File: config.mk
export PLATFORM = sky130hd
export DESIGN_NAME = writeback_stage
export DESIGN_NICKNAME = d
export VERILOG_FILES = /design/src/rtl/pipeline_pkg.sv /design/src/rtl/load_extend.sv /design/src/rtl/writeback_stage.sv
export SDC_FILE = /design/constraint.sdc
export NUM_CORES = 1
export LEC_CHECK = 0
export CAP_MARGIN = 10
export CORE_MARGIN = 3
export CORE_UTILIZATION = 25
export CTS_BUF_LIST = sky130_fd_sc_hd__clkbuf_4 sky130_fd_sc_hd__clkbuf_8
export DETAILED_ROUTE_END_ITERATION = 7
export SKIP_LAST_GASP = 1
export SLEW_MARGIN = 25
export SYNTH_ARGS = -nofsm -noshare
export SYNTH_HDL_FRONTEND = slang
export SYNTH_HIERARCHICAL = 1
export SYNTH_SLANG_ARGS = --single-unit
export TNS_END_PERCENT = 50
File: constraint.sdc
create_clock -name clk -period 2.6 [get_ports clk]
set_input_delay 0.26 -clock clk [delete_from_list [all_inputs] [get_ports clk]]
set_output_delay 0.26 -clock clk [all_outputs]
set_load 0.005 [all_outputs]
File: src/rtl/pipeline_pkg.sv
// Shared types and constants for the RV32I pipeline stages.
package pipeline_pkg;

  // Writeback result source selector.
  typedef enum logic [1:0] {
    RES_ALU  = 2'b00,
    RES_MEM  = 2'b01,
    RES_PC4  = 2'b10,
    RES_RSVD = 2'b11
  } result_src_e;

  // Load size/sign field encodings.
  localparam logic [2:0] F3_LB  = 3'b000;
  localparam logic [2:0] F3_LH  = 3'b001;
  localparam logic [2:0] F3_LW  = 3'b010;
  localparam logic [2:0] F3_LBU = 3'b100;
  localparam logic [2:0] F3_LHU = 3'b101;

  // MEM/WB pipeline register contents.
  typedef struct packed {
    logic        valid;
    logic        regwrite;
    result_src_e result_src;
    logic [2:0]  funct3;
    logic [4:0]  rd;
    logic [31:0] alu_result;
    logic [31:0] read_data;
    logic [31:0] pc_plus4;
  } memwb_t;

endpackage : pipeline_pkg

File: src/rtl/load_extend.sv
// Extracts the addressed byte/half from a loaded word and extends it.
module load_extend
  import pipeline_pkg::*;
(
  input  logic [2:0]  i_funct3,
  input  logic [1:0]  i_addr,
  input  logic [31:0] i_word,
  output logic [31:0] o_value
);

  logic [7:0]  w_byte;
  logic [15:0] w_half;

  // Select the byte addressed by the low address bits.
  always_comb begin
    w_byte = i_word[7:0];
    case (i_addr)
      2'd0: w_byte = i_word[7:0];
      2'd1: w_byte = i_word[15:8];
      2'd2: w_byte = i_word[23:16];
      2'd3: w_byte = i_word[31:24];
      default: w_byte = i_word[7:0];
    endcase
  end

  // Select the half by addr[1]; addr[0] is ignored (no misalignment check).
  always_comb begin
    w_half = i_addr[1] ? i_word[31:16] : i_word[15:0];
  end

  // Extend according to the load type; unknown codes pass the word through.
  always_comb begin
    o_value = i_word;
    case (i_funct3)
      F3_LB:   o_value = {{24{w_byte[7]}}, w_byte};
      F3_LBU:  o_value = {24'h0, w_byte};
      F3_LH:   o_value = {{16{w_half[15]}}, w_half};
      F3_LHU:  o_value = {16'h0, w_half};
      F3_LW:   o_value = i_word;
      default: o_value = i_word;
    endcase
  end

endmodule : load_extend

File: src/rtl/writeback_stage.sv
// W stage: MEM/WB register, result selection, and retire/cycle counters.
module writeback_stage
  import pipeline_pkg::*;
#(
  parameter int CNT_W = 64
) (
  input  logic             clk,
  input  logic             rst,
  input  logic             StallW,
  input  logic             FlushW,
  input  logic             ValidM,
  input  logic             RegWriteM,
  input  logic [1:0]       ResultSrcM,
  input  logic [2:0]       Funct3M,
  input  logic [4:0]       RdM,
  input  logic [31:0]      ALUResultM,
  input  logic [31:0]      ReadDataM,
  input  logic [31:0]      PCPlus4M,
  output logic             ValidW,
  output logic             RegWriteW,
  output logic [4:0]       RdW,
  output logic [31:0]      ResultW,
  output logic [CNT_W-1:0] InstRetW,
  output logic [CNT_W-1:0] CycleW
);

  memwb_t           r_memwb;
  logic [CNT_W-1:0] r_instret;
  logic [CNT_W-1:0] r_cycle;
  memwb_t           w_capture;
  logic [31:0]      w_load_value;
  logic             w_retire;

  // Pack the M-stage inputs into the register bundle.
  always_comb begin
    w_capture            = '0;
    w_capture.valid      = ValidM;
    w_capture.regwrite   = RegWriteM;
    w_capture.result_src = result_src_e'(ResultSrcM);
    w_capture.funct3     = Funct3M;
    w_capture.rd         = RdM;
    w_capture.alu_result = ALUResultM;
    w_capture.read_data  = ReadDataM;
    w_capture.pc_plus4   = PCPlus4M;
  end

  // MEM/WB register: flush beats stall, otherwise capture.
  always_ff @(posedge clk or negedge rst) begin
    if (!rst) begin
      r_memwb <= '0;
    end else if (FlushW) begin
      r_memwb <= '0;
    end else if (!StallW) begin
      r_memwb <= w_capture;
    end
  end

  // The held instruction leaves W when the register is not held (or is flushed).
  always_comb begin
    w_retire = r_memwb.valid & (~StallW | FlushW);
  end

  // Retired-instruction counter, wraps naturally.
  always_ff @(posedge clk or negedge rst) begin
    if (!rst) begin
      r_instret <= '0;
    end else if (w_retire) begin
      r_instret <= r_instret + CNT_W'(1);
    end
  end

  // Free-running cycle counter since reset release.
  always_ff @(posedge clk or negedge rst) begin
    if (!rst) begin
      r_cycle <= '0;
    end else begin
      r_cycle <= r_cycle + CNT_W'(1);
    end
  end

  load_extend u_load_extend (
    .i_funct3 (r_memwb.funct3),
    .i_addr   (r_memwb.alu_result[1:0]),
    .i_word   (r_memwb.read_data),
    .o_value  (w_load_value)
  );

  // Result mux driven only by registered fields.
  always_comb begin
    ResultW = 32'h0;
    case (r_memwb.result_src)
      RES_ALU:  ResultW = r_memwb.alu_result;
      RES_MEM:  ResultW = w_load_value;
      RES_PC4:  ResultW = r_memwb.pc_plus4;
      RES_RSVD: ResultW = 32'h0;
      default:  ResultW = 32'h0;
    endcase
  end

  // Register-file write port; x0 writes are suppressed.
  always_comb begin
    ValidW    = r_memwb.valid;
    RegWriteW = r_memwb.regwrite & r_memwb.valid & (r_memwb.rd != 5'd0);
    RdW       = r_memwb.rd;
    InstRetW  = r_instret;
    CycleW    = r_cycle;
  end

endmodule : writeback_stage

==> results by group <==
Global route
  – Largest net degree at the start of global routing: 109
  – Initial antenna violation count: 11
  – Vias in the first global route: 9904
  – GR Util All Layers: 15.9%
  – GRT overflow: 0
  – First-pass GRT wire length: approximately 62 mm

Timing
  – Period utilisation layout: 113%
  – Fmax: 341 MHz
  – Hold Violations, Final: 0
  – Worst Tran Pin Value: 912 ps
  – Relative slew slack: 39.2%
  – Hold WS: roughly 190 ps
  – RSZ-0062 raised after global routing: yes
  – Setup tns final: -7030 ps
  – Clock Skew: ~35 ps
  – Post-route minimum period: 2930 ps
  – # setup viols final: 29
  – Final max-slew violation count: 0
  – Setup ws final: -328 ps

Routing
  – Max Used Layer: met5
  – Residual DRC: 0
  – Antenna viol nets, final: 0
  – Pre-antenna DRT Iters: 5
  – Iter 0 DRT Violations: 629
  – Via density: 4.68
  – Routed wire length: 40.5 mm
  – WL met1: 18.7 mm
  – WL per Instance: approximately 19 um
  – Via count: 9826
  – Metal3 WL: between 3 and 4 mm
  – WL met2: roughly 18 mm

Synthesis
  – Post-synthesis sequential element count: ~240
  – Sequential area share after synthesis: between 50% and 60%
  – Top post-synthesis cells by count: 236 x dfrtp_1, 150 x nor2_1, 141 x mux2i_1
  – Post-synthesis cell type with the largest combined area: dfrtp_1
  – Synth area leaders: dfrtp_1 51%, mux2i_1 12%, xnor2_1 5.0%
  – Cells after synthesis: 1144
  – Warnings, synthesis: 6
  – Ys async rst share: 100%
  – Syn avg cell area: 10.2 sq um
  – Post-Syn Area: between 0.01 and 0.015 sq mm
  – Post-synth EDFFs: 0
  – Top-count cell post-synth: dfrtp_1
  – Post-synth top area share: 50.5%
  – Post-Syn Nets: around 1.3k
  – Synth Flop Type: dfrtp_1
  – Synth cell types: 49

Floorplanning
  – Core Area: 0.0458 sq mm
  – Die W: 222 um
  – Starting Density: 25.5%
  – Die Area: 0.0494 sq mm
  – Die height: 222 um
  – # IOs: 279
  – FP Rows: 78

Worst setup path
  – Crit path DAT: 2670 ps
  – Critical path class: reg -> out
  – Worst Path Required: 2340 ps
  – CP Launch Point: r_memwb[65]
  – CP max FO: 8
  – Cell mode on critical path: buf_6
  – Crit Reg-Reg Startpoint: CycleW[31]
  – Worst path cell trace: buf_6 -> mux4_2 -> and3b_2 -> buf_6 -> a221o_1 -> mux2i_1 -> o21ai_1 -> buf_2
  – Startpoint Class: flip-flop
  – Critical Path Slowest Stage Cell: mux4_2
  – CP max stage delay: 500 ps
  – Critical path capture point type: primary output

Pwr
  – Lkg Pwr: approximately 7.5 nW
  – P per Cell Area: 556 mW/mm^2
  – Maximum VDD drop: between 300 and 400 uV

Clock tree
  – Clock sink count: around 240
  – CTS tree: yes
  – Max Root-Sink Buffers: 3
  – Clk slew on worst S/H paths: 60 ps
  – TritonCTS buffer count: between 40 and 50
  – Root buf cell: clkbuf_8
  – Htree depth: 2
  – Clock latency on the worst-skew pair: 590 ps

Placed design
  – Cell Area, Placed: between 0.015 and 0.02 sq mm
  – DP HPWL: between 20 and 30 mm
  – Routability cong.: 0.877
  – PortBufs: around 280

Finish
  – Layout cells sized above 1: a little under an eighth
  – Area growth from synthesis to layout: 41.0%
  – Nets@finish: about 1.6k
  – Finished Cell Area: 0.0165 sq mm

Job
  – Max_cap viols: 0

Hold path
  – Min-delay worst type: in -> async

Run status
  – Status: finished, violations left
  – Violated checks: negative setup slack
[worst max-delay path, delay by kind of cell, from the launching register on]
kind / cells / cell delay, ps
buffers and inverters: 3 / 410
flip-flops: 1 / 410
AO/OA/AOI/OAI: 2 / 330
AND/OR/NAND/NOR: 1 / 290
multiplexers: 2 / 640
[final cells by class]
cell class              count  area [sq um]
fillers                  4574         29300
repair buffers            325          3220
clock inverters             8           120
flip-flops and latches    236          5910
diodes                     12          30.0
clock buffers              73           905
well taps                 600           751
multi-input cells         826          5480
inverters                  19          71.3
[layout by cell type (no fill, tap or decap), types with 8 or more instances in the layout]
cell / netlist / layout
nand2_1: 117 / 117
a21o_1: 17 / 17
nor3_1: 22 / 22
dlygate4sd2_1: 0 / 10
clkbuf_8: 0 / 57
clkbuf_4: 0 / 16
dfrtp_1: 236 / 234
buf_4: 5 / 33
and3_1: 14 / 14
o21ai_0: 32 / 16
clkdlybuf4s50_1: 0 / 247
xor2_1: 58 / 58
and4_1: 12 / 12
nand4_1: 53 / 53
a221o_1: 8 / 8
nand3_1: 42 / 42
buf_2: 3 / 9
and2_1: 8 / 8
xnor2_1: 67 / 67
inv_1: 19 / 19
nor4_1: 23 / 23
nand2b_1: 9 / 9
buf_12: 0 / 9
o21ai_1: 8 / 24
nor2_1: 150 / 150
diode_2: 0 / 12
mux2i_1: 141 / 139
[metrics by stage]
step	power [mW]	cells	setup slack [ps]	util [%]
2_1_floorplan	4.40	1144	576	-
3_3_place_gp	5.03	1996	0.0215	33.5
3_5_place_dp	5.04	1996	-13.0	33.5
4_1_cts	9.31	2085	-402	35.8
5_1_grt	9.58	2091	-478	36.0
6_report	9.16	2099	-328	36.0
[final timing paths]
kind / endpoint / slack (ps) / cells after the start
setup / recovery: ResultW[11] / -330 / 8
hold / removal: r_memwb[35] / 190 / 2
setup reg to reg: CycleW[55] / 390 / 5
hold reg to reg: CycleW[63] / 470 / 1
max in group asynchronous: CycleW[6] / 1550 / 3
min in group clk: r_memwb[28] / 270 / 3
[logic make-up (layout without fill, tap and decap cells)]
group                    after synthesis  in the layout  synth area share [%]
adder cells (fa/ha/maj)                2              2                 0.214
XOR/XNOR                             125            125                  9.37
multiplexers                         143            143                  12.4
AO/OA/AOI/OAI                         79             79                  4.47
buffers and inverters                 82            425                  2.96
AND/OR/NAND/NOR                      477            477                  20.1
other                                  0             12                     0
flip-flops                           236            236                  50.5
[power breakdown]
group          internal, mW  switching (mW)  leakage (nW)
Sequential             3.81           0.141          3.19
Clock                  2.49            1.68         0.538
Combinational         0.544           0.496          3.78
Total                  6.84            2.32          7.50
[state kept, by name (all words and copies together) (netlist names)]
register / flops
InstRetW: 64
RdW: 5
r_memwb: 102
CycleW: 64
ValidW: 1
[repair_timing]
action / 4_1_cts / 5_1_grt
gates resized for setup: 88 / 17
pin swaps: 4 / 3
endpoints found under the hold margin: 49 / 0
buffers inserted: 7 / 2
endpoints found under the setup margin: 32 / 32
hold buffers: 1 / 0
[per-layer routing]
| layer | GRT usage (%) | up-vias |
|---|---|---|
| met5 | 0 | - |
| met4 | 5.26 | 2 |
| met3 | 4.99 | 56 |
| met2 | 23.3 | 306 |
| met1 | 22.3 | 4851 |
| li1 | - | 4611 |
Power figures use the tool's default switching activity.
